File: config.mk
export PLATFORM = sky130hd
export DESIGN_NAME = wb_cmd_initiator_flat
export DESIGN_NICKNAME = d
export VERILOG_FILES = /design/src/rtl/wb_cmd_initiator_if.sv /design/src/rtl/wb_cmd_initiator.sv /design/src/flat_wrapper.sv
export SDC_FILE = /design/constraint.sdc
export NUM_CORES = 1
export LEC_CHECK = 0
export CORE_ASPECT_RATIO = 1.4
export CORE_MARGIN = 2
export CORE_UTILIZATION = 30
export CTS_CLUSTER_DIAMETER = 50
export DETAILED_ROUTE_END_ITERATION = 12
export GPL_ROUTABILITY_DRIVEN = 0
export GPL_TIMING_DRIVEN = 0
export HOLD_SLACK_MARGIN = 0.12
export PLACE_DENSITY = 0.71
export SLEW_MARGIN = 20
export SYNTH_ARGS = -nofsm -noshare
export SYNTH_HDL_FRONTEND = slang
export SYNTH_SLANG_ARGS = --single-unit
File: constraint.sdc
create_clock -name wb_clk_i -period 2.27 [get_ports wb_clk_i]
set_input_delay 0.454 -clock wb_clk_i [delete_from_list [all_inputs] [get_ports wb_clk_i]]
set_output_delay 0.454 -clock wb_clk_i [all_outputs]
set_load 0.02 [all_outputs]
File: src/rtl/wb_cmd_initiator_if.sv
// Command, response and Wishbone signal bundle for wb_cmd_initiator.
// Signal suffixes are written from the initiator's point of view.
interface wb_cmd_initiator_if #(
  parameter int ADR_BITS = 11
);
  logic                cmd_valid_i;
  logic                cmd_ready_o;
  logic                cmd_wr_i;
  logic [ADR_BITS-1:0] cmd_adr_i;
  logic [31:0]         cmd_dat_i;
  logic [3:0]          cmd_sel_i;
  logic                rsp_valid_o;
  logic                rsp_ready_i;
  logic [31:0]         rsp_dat_o;
  logic [1:0]          rsp_status_o;
  logic                wb_cyc_o;
  logic                wb_stb_o;
  logic                wb_we_o;
  logic [ADR_BITS-1:0] wb_adr_o;
  logic [31:0]         wb_dat_o;
  logic [3:0]          wb_sel_o;
  logic [31:0]         wb_dat_i;
  logic                wb_ack_i;
  logic                wb_err_i;
  logic                wb_rty_i;
  logic                busy_o;

  modport master (
    input  cmd_valid_i, cmd_wr_i, cmd_adr_i, cmd_dat_i, cmd_sel_i,
    output cmd_ready_o,
    output rsp_valid_o, rsp_dat_o, rsp_status_o,
    input  rsp_ready_i,
    output wb_cyc_o, wb_stb_o, wb_we_o, wb_adr_o, wb_dat_o, wb_sel_o,
    input  wb_dat_i, wb_ack_i, wb_err_i, wb_rty_i,
    output busy_o
  );

  modport slave (
    output cmd_valid_i, cmd_wr_i, cmd_adr_i, cmd_dat_i, cmd_sel_i,
    input  cmd_ready_o,
    input  rsp_valid_o, rsp_dat_o, rsp_status_o,
    output rsp_ready_i,
    input  wb_cyc_o, wb_stb_o, wb_we_o, wb_adr_o, wb_dat_o, wb_sel_o,
    output wb_dat_i, wb_ack_i, wb_err_i, wb_rty_i,
    input  busy_o
  );
endinterface

File: src/rtl/wb_cmd_initiator.sv
// Single-beat Wishbone classic initiator: one command in, one bus cycle with
// bounded retry and per-attempt timeout, one status/data response out.
module wb_cmd_initiator #(
  parameter int ADR_BITS       = 11,
  parameter int TIMEOUT_CYCLES = 256,
  parameter int MAX_RETRIES    = 3
) (
  input  logic              wb_clk_i,
  input  logic              wb_rst_ni,
  wb_cmd_initiator_if.master bus
);
  localparam int RW = $clog2(MAX_RETRIES + 2);
  localparam logic [1:0] ST_ACK = 2'b00, ST_ERR = 2'b01, ST_TMO = 2'b10, ST_RTY = 2'b11;

  typedef enum logic [1:0] {IDLE, BUS, GAP, RESP} state_e;

  typedef struct packed {
    logic                we;
    logic [ADR_BITS-1:0] adr;
    logic [31:0]         dat;
    logic [3:0]          sel;
  } wb_req_t;

  state_e        state_q;
  wb_req_t       req_q;
  logic          cyc_q, stb_q, cmd_ready_q, rsp_valid_q, busy_q;
  logic [31:0]   rsp_dat_q;
  logic [1:0]    rsp_status_q;
  logic [RW-1:0] rty_cnt_q;
  logic [15:0]   to_cnt_q;

  always_ff @(posedge wb_clk_i or negedge wb_rst_ni) begin
    if (!wb_rst_ni) begin
      state_q      <= IDLE;
      req_q        <= '0;
      cyc_q        <= 1'b0;
      stb_q        <= 1'b0;
      cmd_ready_q  <= 1'b0;
      rsp_valid_q  <= 1'b0;
      busy_q       <= 1'b0;
      rsp_dat_q    <= '0;
      rsp_status_q <= '0;
      rty_cnt_q    <= '0;
      to_cnt_q     <= '0;
    end else begin
      case (state_q)
        IDLE: begin
          if (cmd_ready_q && bus.cmd_valid_i) begin
            req_q       <= '{we: bus.cmd_wr_i, adr: bus.cmd_adr_i,
                             dat: bus.cmd_dat_i, sel: bus.cmd_sel_i};
            cyc_q       <= 1'b1;
            stb_q       <= 1'b1;
            cmd_ready_q <= 1'b0;
            busy_q      <= 1'b1;
            rty_cnt_q   <= '0;
            to_cnt_q    <= '0;
            state_q     <= BUS;
          end else begin
            cmd_ready_q <= 1'b1;
          end
        end
        // Termination priority: ack > err > rty > timeout.
        BUS: begin
          if (bus.wb_ack_i) begin
            cyc_q        <= 1'b0;
            stb_q        <= 1'b0;
            rsp_dat_q    <= req_q.we ? '0 : bus.wb_dat_i;
            rsp_status_q <= ST_ACK;
            rsp_valid_q  <= 1'b1;
            state_q      <= RESP;
          end else if (bus.wb_err_i) begin
            cyc_q        <= 1'b0;
            stb_q        <= 1'b0;
            rsp_dat_q    <= '0;
            rsp_status_q <= ST_ERR;
            rsp_valid_q  <= 1'b1;
            state_q      <= RESP;
          end else if (bus.wb_rty_i) begin
            cyc_q <= 1'b0;
            stb_q <= 1'b0;
            if (rty_cnt_q < RW'(MAX_RETRIES)) begin
              rty_cnt_q <= rty_cnt_q + 1'b1;
              state_q   <= GAP;
            end else begin
              rsp_dat_q    <= '0;
              rsp_status_q <= ST_RTY;
              rsp_valid_q  <= 1'b1;
              state_q      <= RESP;
            end
          end else if (to_cnt_q == 16'(TIMEOUT_CYCLES - 1)) begin
            cyc_q        <= 1'b0;
            stb_q        <= 1'b0;
            rsp_dat_q    <= '0;
            rsp_status_q <= ST_TMO;
            rsp_valid_q  <= 1'b1;
            state_q      <= RESP;
          end else begin
            to_cnt_q <= to_cnt_q + 1'b1;
          end
        end
        // One idle bus cycle between a retry and its reissue.
        GAP: begin
          cyc_q    <= 1'b1;
          stb_q    <= 1'b1;
          to_cnt_q <= '0;
          state_q  <= BUS;
        end
        RESP: begin
          if (bus.rsp_ready_i) begin
            rsp_valid_q <= 1'b0;
            cmd_ready_q <= 1'b1;
            busy_q      <= 1'b0;
            state_q     <= IDLE;
          end
        end
        default: state_q <= IDLE;
      endcase
    end
  end

  assign bus.cmd_ready_o  = cmd_ready_q;
  assign bus.rsp_valid_o  = rsp_valid_q;
  assign bus.rsp_dat_o    = rsp_dat_q;
  assign bus.rsp_status_o = rsp_status_q;
  assign bus.wb_cyc_o     = cyc_q;
  assign bus.wb_stb_o     = stb_q;
  assign bus.wb_we_o      = req_q.we;
  assign bus.wb_adr_o     = req_q.adr;
  assign bus.wb_dat_o     = req_q.dat;
  assign bus.wb_sel_o     = req_q.sel;
  assign bus.busy_o       = busy_q;
endmodule

File: src/flat_wrapper.sv
// flat-port wrapper written by rule: the top's interface ports become plain ports
module wb_cmd_initiator_flat 
#(
  parameter int ADR_BITS       = 11,
  parameter int TIMEOUT_CYCLES = 256,
  parameter int MAX_RETRIES    = 3
)
  (wb_clk_i, wb_rst_ni, bus_cmd_valid_i, bus_cmd_wr_i, bus_cmd_adr_i, bus_cmd_dat_i, bus_cmd_sel_i, bus_cmd_ready_o, bus_rsp_valid_o, bus_rsp_dat_o, bus_rsp_status_o, bus_rsp_ready_i, bus_wb_cyc_o, bus_wb_stb_o, bus_wb_we_o, bus_wb_adr_o, bus_wb_dat_o, bus_wb_sel_o, bus_wb_dat_i, bus_wb_ack_i, bus_wb_err_i, bus_wb_rty_i, bus_busy_o);
  wb_cmd_initiator_if #(.ADR_BITS(ADR_BITS)) bus_i ();
  input  logic wb_clk_i;
  input  logic wb_rst_ni;
  input wire logic [$bits(bus_i.cmd_valid_i)-1:0] bus_cmd_valid_i;
  input wire logic [$bits(bus_i.cmd_wr_i)-1:0] bus_cmd_wr_i;
  input wire logic [$bits(bus_i.cmd_adr_i)-1:0] bus_cmd_adr_i;
  input wire logic [$bits(bus_i.cmd_dat_i)-1:0] bus_cmd_dat_i;
  input wire logic [$bits(bus_i.cmd_sel_i)-1:0] bus_cmd_sel_i;
  output wire logic [$bits(bus_i.cmd_ready_o)-1:0] bus_cmd_ready_o;
  output wire logic [$bits(bus_i.rsp_valid_o)-1:0] bus_rsp_valid_o;
  output wire logic [$bits(bus_i.rsp_dat_o)-1:0] bus_rsp_dat_o;
  output wire logic [$bits(bus_i.rsp_status_o)-1:0] bus_rsp_status_o;
  input wire logic [$bits(bus_i.rsp_ready_i)-1:0] bus_rsp_ready_i;
  output wire logic [$bits(bus_i.wb_cyc_o)-1:0] bus_wb_cyc_o;
  output wire logic [$bits(bus_i.wb_stb_o)-1:0] bus_wb_stb_o;
  output wire logic [$bits(bus_i.wb_we_o)-1:0] bus_wb_we_o;
  output wire logic [$bits(bus_i.wb_adr_o)-1:0] bus_wb_adr_o;
  output wire logic [$bits(bus_i.wb_dat_o)-1:0] bus_wb_dat_o;
  output wire logic [$bits(bus_i.wb_sel_o)-1:0] bus_wb_sel_o;
  input wire logic [$bits(bus_i.wb_dat_i)-1:0] bus_wb_dat_i;
  input wire logic [$bits(bus_i.wb_ack_i)-1:0] bus_wb_ack_i;
  input wire logic [$bits(bus_i.wb_err_i)-1:0] bus_wb_err_i;
  input wire logic [$bits(bus_i.wb_rty_i)-1:0] bus_wb_rty_i;
  output wire logic [$bits(bus_i.busy_o)-1:0] bus_busy_o;
  assign bus_i.cmd_valid_i = bus_cmd_valid_i;
  assign bus_i.cmd_wr_i = bus_cmd_wr_i;
  assign bus_i.cmd_adr_i = bus_cmd_adr_i;
  assign bus_i.cmd_dat_i = bus_cmd_dat_i;
  assign bus_i.cmd_sel_i = bus_cmd_sel_i;
  assign bus_cmd_ready_o = bus_i.cmd_ready_o;
  assign bus_rsp_valid_o = bus_i.rsp_valid_o;
  assign bus_rsp_dat_o = bus_i.rsp_dat_o;
  assign bus_rsp_status_o = bus_i.rsp_status_o;
  assign bus_i.rsp_ready_i = bus_rsp_ready_i;
  assign bus_wb_cyc_o = bus_i.wb_cyc_o;
  assign bus_wb_stb_o = bus_i.wb_stb_o;
  assign bus_wb_we_o = bus_i.wb_we_o;
  assign bus_wb_adr_o = bus_i.wb_adr_o;
  assign bus_wb_dat_o = bus_i.wb_dat_o;
  assign bus_wb_sel_o = bus_i.wb_sel_o;
  assign bus_i.wb_dat_i = bus_wb_dat_i;
  assign bus_i.wb_ack_i = bus_wb_ack_i;
  assign bus_i.wb_err_i = bus_wb_err_i;
  assign bus_i.wb_rty_i = bus_wb_rty_i;
  assign bus_busy_o = bus_i.busy_o;
  wb_cmd_initiator #(.ADR_BITS(ADR_BITS), .TIMEOUT_CYCLES(TIMEOUT_CYCLES), .MAX_RETRIES(MAX_RETRIES)) u_core (.wb_clk_i(wb_clk_i), .wb_rst_ni(wb_rst_ni), .bus(bus_i));
endmodule
Word level (Yosys, flattened, before mapping)
Cells that the tools add are included.
{"block": "totals", "ff_bits": 107, "input_bits": 87, "output_inout_bits": 87, "wordCells": 95}
{"block": "op_classes", "add_sub_neg": 2, "magnitude_cmp": 1, "eq_ne": 15, "mux": 48, "n_reduce_logical": 16}
{"operator": "32-bit 2-to-1 mux", "count": 6}
{"operator": "16-bit 2-to-1 mux", "count": 5}
{"operator": "16-bit case mux with 3 select lines", "count": 1}
{"operator": "2-bit 2-to-1 mux", "count": 11}
{"operator": "16-bit by 1-bit adder with 16-bit output, second input constant", "count": 1}
{"operator": "16-bit by 8-bit equality test with 1-bit output, second input constant", "count": 1}
{"operator": "3-bit 2-to-1 mux", "count": 5}
{"operator": "1-bit 2-to-1 mux", "count": 14}
{"operator": "2-bit != test, second input constant", "count": 6}
{"operator": "3-bit AND reduction", "count": 4}
{"operator": "6-bit AND reduction", "count": 2}
{"operator": "2-bit case mux with 4 select lines", "count": 1}
{"operator": "1-bit case mux with 2 select lines", "count": 3}
{"operator": "3-bit case mux with 2 select lines", "count": 1}
{"operator": "2-bit nonzero test", "count": 3}
{"operator": "5-bit by 4-bit != test with 1-bit output, second input constant", "count": 1}
{"operator": "5-bit != test, second input constant", "count": 1}
{"operator": "2-bit equality test, second input constant", "count": 2}
{"operator": "2-bit by 1-bit != test with 1-bit output, second input constant", "count": 2}
{"operator": "4-bit != test, second input constant", "count": 1}
{"operator": "2-bit AND reduction", "count": 2}
{"operator": "4-bit AND reduction", "count": 1}
{"operator": "4-bit nonzero test", "count": 1}
{"operator": "3-bit by 1-bit adder with 3-bit output, second input constant", "count": 1}
{"operator": "other kinds (6)", "count": 6}

Depth between registers and ports, before layout
{"block": "logic_depth", "word_depth": 6, "ltp_mapped": 8, "depth_no_buf": 6}

Worst setup path after synthesis
Ideal clock, no wire load.
{"block": "synth_path", "kind": "input to register", "startpoint": "input port bus_wb_err_i", "endpoint": "register u_core.to_cnt_q[10]", "setup_time_ns": 0.069, "arrival_ns": 1.982, "required_ns": 2.201, "setup_slack_ns": 0.219, "stages": 5, "n_path_buf": 0, "cell_sequence": "or3_1 or2_4 or3_4 or4_1 nand3_1"}
{"block": "synth_between", "elab_chain_len": 2}
{"element": "start: declaration", "line_no": "flat_wrapper.sv:30", "rtl": "input wire logic [$bits(bus_i.wb_err_i)-1:0] bus_wb_err_i;"}
{"element": "2-bit != test (no line)"}
{"element": "6-bit AND reduction (no line)"}
{"element": "end signal: assignment", "line_no": "wb_cmd_initiator.sv:98", "rtl": "to_cnt_q <= to_cnt_q + 1'b1;"}
{"element": "end: declaration", "line_no": "wb_cmd_initiator.sv:30", "rtl": "logic [15:0] to_cnt_q;"}
No other way between the ends.
A chain may end at the register's enable or synchronous reset.

Worst setup path after layout
{"block": "layout_path", "startpoint": "register u_core.to_cnt_q[1]", "endpoint": "register u_core.rsp_dat_q[6] (netlist: u_core.bus.rsp_dat_o[6])"}
{"block": "layout_between", "elab_chain_len": 3}
{"element": "16-bit by 8-bit equality test with 1-bit output", "line_no": "wb_cmd_initiator.sv:90", "rtl": "end else if (to_cnt_q == 16'(TIMEOUT_CYCLES - 1)) begin"}
{"element": "4-bit nonzero test (no line)"}
{"element": "3-bit AND reduction (no line)"}
{"element": "end signal: assignment", "line_no": "wb_cmd_initiator.sv:67", "rtl": "rsp_dat_q <= req_q.we ? '0 : bus.wb_dat_i;"}
{"element": "end: declaration", "line_no": "wb_cmd_initiator.sv:27", "rtl": "logic [31:0] rsp_dat_q;"}
No other way between the ends.

==> metrics.md <==
| Metric | Value |
|---|---|
| Status | finished, final reports clean |
| Total GRT Usage | 0.157 |
| Crit start category | register |
| DRC Markers | 0 |
| H-tree Lvls | 3 |
| Nets | 623 |
| Vias per cell | 4.92 |
| Global routing's busiest layer | met2 |
| Chip Width | 107 um |
| Commonest non-fill, non-tap cell in the layout | clkdlybuf4s50_1 |
| Sequential-to-total area share from yosys stat | 0.605 |
| Die Y | 148 um |
| DP Cell Count | 712 |
| Max FO, Critical Path | 10 |
| Setup TNS | 0 ns |
| Die area | 0.0158 mm^2 |
| Total iterations of the first detailed-routing run | 4 |
| Clock buffer depth | 2 |
| WL per Instance | 16.7 um |
| Core Area | 0.0144 mm^2 |
| PortBufs | 173 |
| Ranking of synthesized cells by area | dfrtp_1, mux2_2, a22o_1, nand2_1, nand3_1 |
| Clock-pin slew on the worst setup and hold paths | 0.07 ns |
| Area leader, netlist | dfrtp_1 |
| Hold Fails Final Rpt | 0 |
| Layout area overhead | 53.6% |
| Drt total wl | 12,100 um |
| Post-synthesis register bit count | 107 |
| Synth top area share | 0.605 |
| Vias in the first global route | 3,912 |
| FP Rows | 52 |
| Mapped Cells | 349 |
| Post-Syn Area | 0.00443 mm^2 |
| Max Clock Freq | 470 MHz |
| Post-route insts no fill | 726 |
| Drt initial violations | 95 |
| Global-route wire length before repair | 19,500 um |
| Pin count of the biggest net entering global routing | 57 |
| Fillers | 1,350 |
| Min Tclk post-route | 2.13 ns |
| Worst-Skew Late Latency | 0.34 ns |
| Met3 Use GR | 0.0410 |
| Antenna Cells | 0 |
| Post-DP HPWL | 9040 um |
| Top_reg_cell synth | dfrtp_1 |
| Final setup viols | 0 |
| Vias after detailed routing | 3,573 |
| Mapped Nets | 438 |
| Initial antenna violation count | 0 |
| RSZ-0062 raised after global routing | false |
| Mean Syn Cell Area | 12.7 um^2 |
| Min-Delay Path Class | in -> reg |
| CTS tree | built |
| Worst path required time | 2.50 ns |
| Ys Warns | 0 |
| Grt met1 use | 0.173 |
| Worst slack at placement | -0.510 ns |
| Worst-margin pin slew | 0.565 ns |
| GRT overflow | 0 |
| Num CTS Buffers | 9 |
| Worst clock skew | 0.00645 ns |
| I/O pin total | 174 |
| Worst IR Drop VDD | 0.762 mV |
| Starting density of the core | 0.307 |
| Grt met2 use | 0.276 |
| Detail Route Antenna Nets | 0 |
| Final WS setup | 0.144 ns |
| Total power | 0.00883 W |
| Max-Cap Viols | 0 |
| Root buffer selected by CTS | clkbuf_16 |
| Power Density | 1300 mW/mm^2 |
| WS Path Type | reg -> reg |
| Tcrit/Tclk final | 0.937 |
| P_leak | 2.85 nW |
| Max-slew violations | 0 |
| Final Util | 0.471 |
| Slew HR | 0.623 |
| Most frequent cells in the layout | clkdlybuf4s50_1, dfrtp_1, mux2_2 |
| Post-synth ARST share | 1.00 |
| Library cells used by synthesis | 45 |
| Worst Setup End Kind | register |
| EDFF count, synth | 0 |
| CTS Sinks | 107 |
| Layout cell share with drive strength beyond 1 | 0.156 |
| Critical Path AT | 2.36 ns |
area by class of cell:
class / instances / area [um^2] / share of cell area
buffer: 20 / 113 / 0.0166
timing repair buffer: 175 / 1770 / 0.261
tap: 189 / 236 / 0.0348
sequential: 107 / 2680 / 0.394
clock buffer: 9 / 225 / 0.0331
multi-input combinational: 218 / 1660 / 0.244
clock inverter: 5 / 104 / 0.0153
inverter: 3 / 11.3 / 0.00166
final timing paths:
path                                                     from                                      to  slack (ns)  cells after the start
min reg2reg                u_core.bus.rsp_valid_o$_DFFE_PN0P_      u_core.bus.rsp_valid_o$_DFFE_PN0P_        0.50                      2
min                                              bus_wb_ack_i  u_core.bus.rsp_status_o[0]$_DFFE_PN0P_        0.46                      2
min in group asynchronous                           wb_rst_ni         u_core.to_cnt_q[13]$_DFFE_PN0P_        0.63                      2
max in group asynchronous                           wb_rst_ni      u_core.bus.wb_sel_o[2]$_DFFE_PN0P_        1.00                      3
max                            u_core.to_cnt_q[1]$_DFFE_PN0P_     u_core.bus.rsp_dat_o[6]$_DFFE_PN0P_        0.14                      7
max reg2reg                    u_core.to_cnt_q[1]$_DFFE_PN0P_     u_core.bus.rsp_dat_o[6]$_DFFE_PN0P_        0.14                      7
state kept, by name, indices dropped and copies added (netlist names):
register	cells
u_core.bus.wb_cyc_o	1
u_core.bus.rsp_valid_o	1
u_core.bus.wb_dat_o	32
u_core.bus.busy_o	1
u_core.bus.cmd_ready_o	1
u_core.to_cnt_q	16
u_core.bus.wb_sel_o	4
u_core.rty_cnt_q	3
u_core.bus.wb_we_o	1
u_core.bus.rsp_dat_o	32
u_core.state_q	2
u_core.bus.rsp_status_o	2
u_core.bus.wb_adr_o	11
critical path, stage by stage, from the launching register on:
cell,delay (ns)
dfrtp_1,0.40
ha_1,0.27
nand3_1,0.12
or2_2,0.36
o21ai_4,0.28
nand2b_2,0.17
buf_2,0.22
a22o_1,0.20
per-layer routing:
| metal | vias up | part of all wire |
|---|---|---|
| li1 | 1652 | - |
| met1 | 1778 | 0.37 |
| met2 | 114 | 0.54 |
| met3 | 29 | 0.054 |
| met4 | 0 | 0.034 |
| met5 | - | 0 |
Yosys cell counts (2+ instances only):
library cell	number
nand4_1	2
nor2_1	14
a21oi_1	10
and4_1	2
nor3_1	5
o211a_1	2
nand3b_1	2
o311ai_0	3
dfrtp_1	107
o21ai_0	9
a22o_1	32
mux2_2	48
ha_1	2
buf_2	3
buf_4	3
nand2_1	26
or4_1	6
a31oi_1	2
nand2b_1	4
clkbuf_1	12
inv_1	3
nand3_1	19
o31ai_1	2
o211ai_1	7
o21a_1	2
buf_6	3
power breakdown:
part | switching (W) | leakage, nW | total [W] | internal, W
sequential | 0.000396 | 1.35 | 0.00301 | 0.00261
clock | 0.000689 | 0.161 | 0.00176 | 0.00107
combinational | 0.00203 | 1.34 | 0.00407 | 0.00204
total | 0.00311 | 2.85 | 0.00883 | 0.00572
cells by family (layout without fill, tap and decap cells):
family / count (synthesis) / count (layout) / share of synthesized area
AOI/OAI and AO/OA: 74 / 74 / 0.125
adders and majority gates: 2 / 2 / 0.00565
buffers and inverters: 24 / 212 / 0.0288
DFF: 107 / 107 / 0.605
muxes: 48 / 48 / 0.122
and+or+nand+nor: 94 / 94 / 0.113
what timing repair did:
item,CTS,global route
setup buffers,0,0
endpoints found under the hold margin,51,0
resized for setup,4,7
endpoints found under the setup margin,77,35
hold buffers,1,0
cloned,0,0
pin swaps,0,1
per-stage QoR:
| step | instance area [um^2] | hold WS, ns |
|---|---|---|
| final | 6800 | 0.463 |
| after global routing | 6800 | 0.476 |
| after CTS | 6780 | 0.501 |
| after detailed placement | 6420 | 0.441 |
| after global placement | 6400 | 0.468 |
| after floorplan | 4430 | 0.158 |
Note: power is estimated with default switching activity, not from simulation.
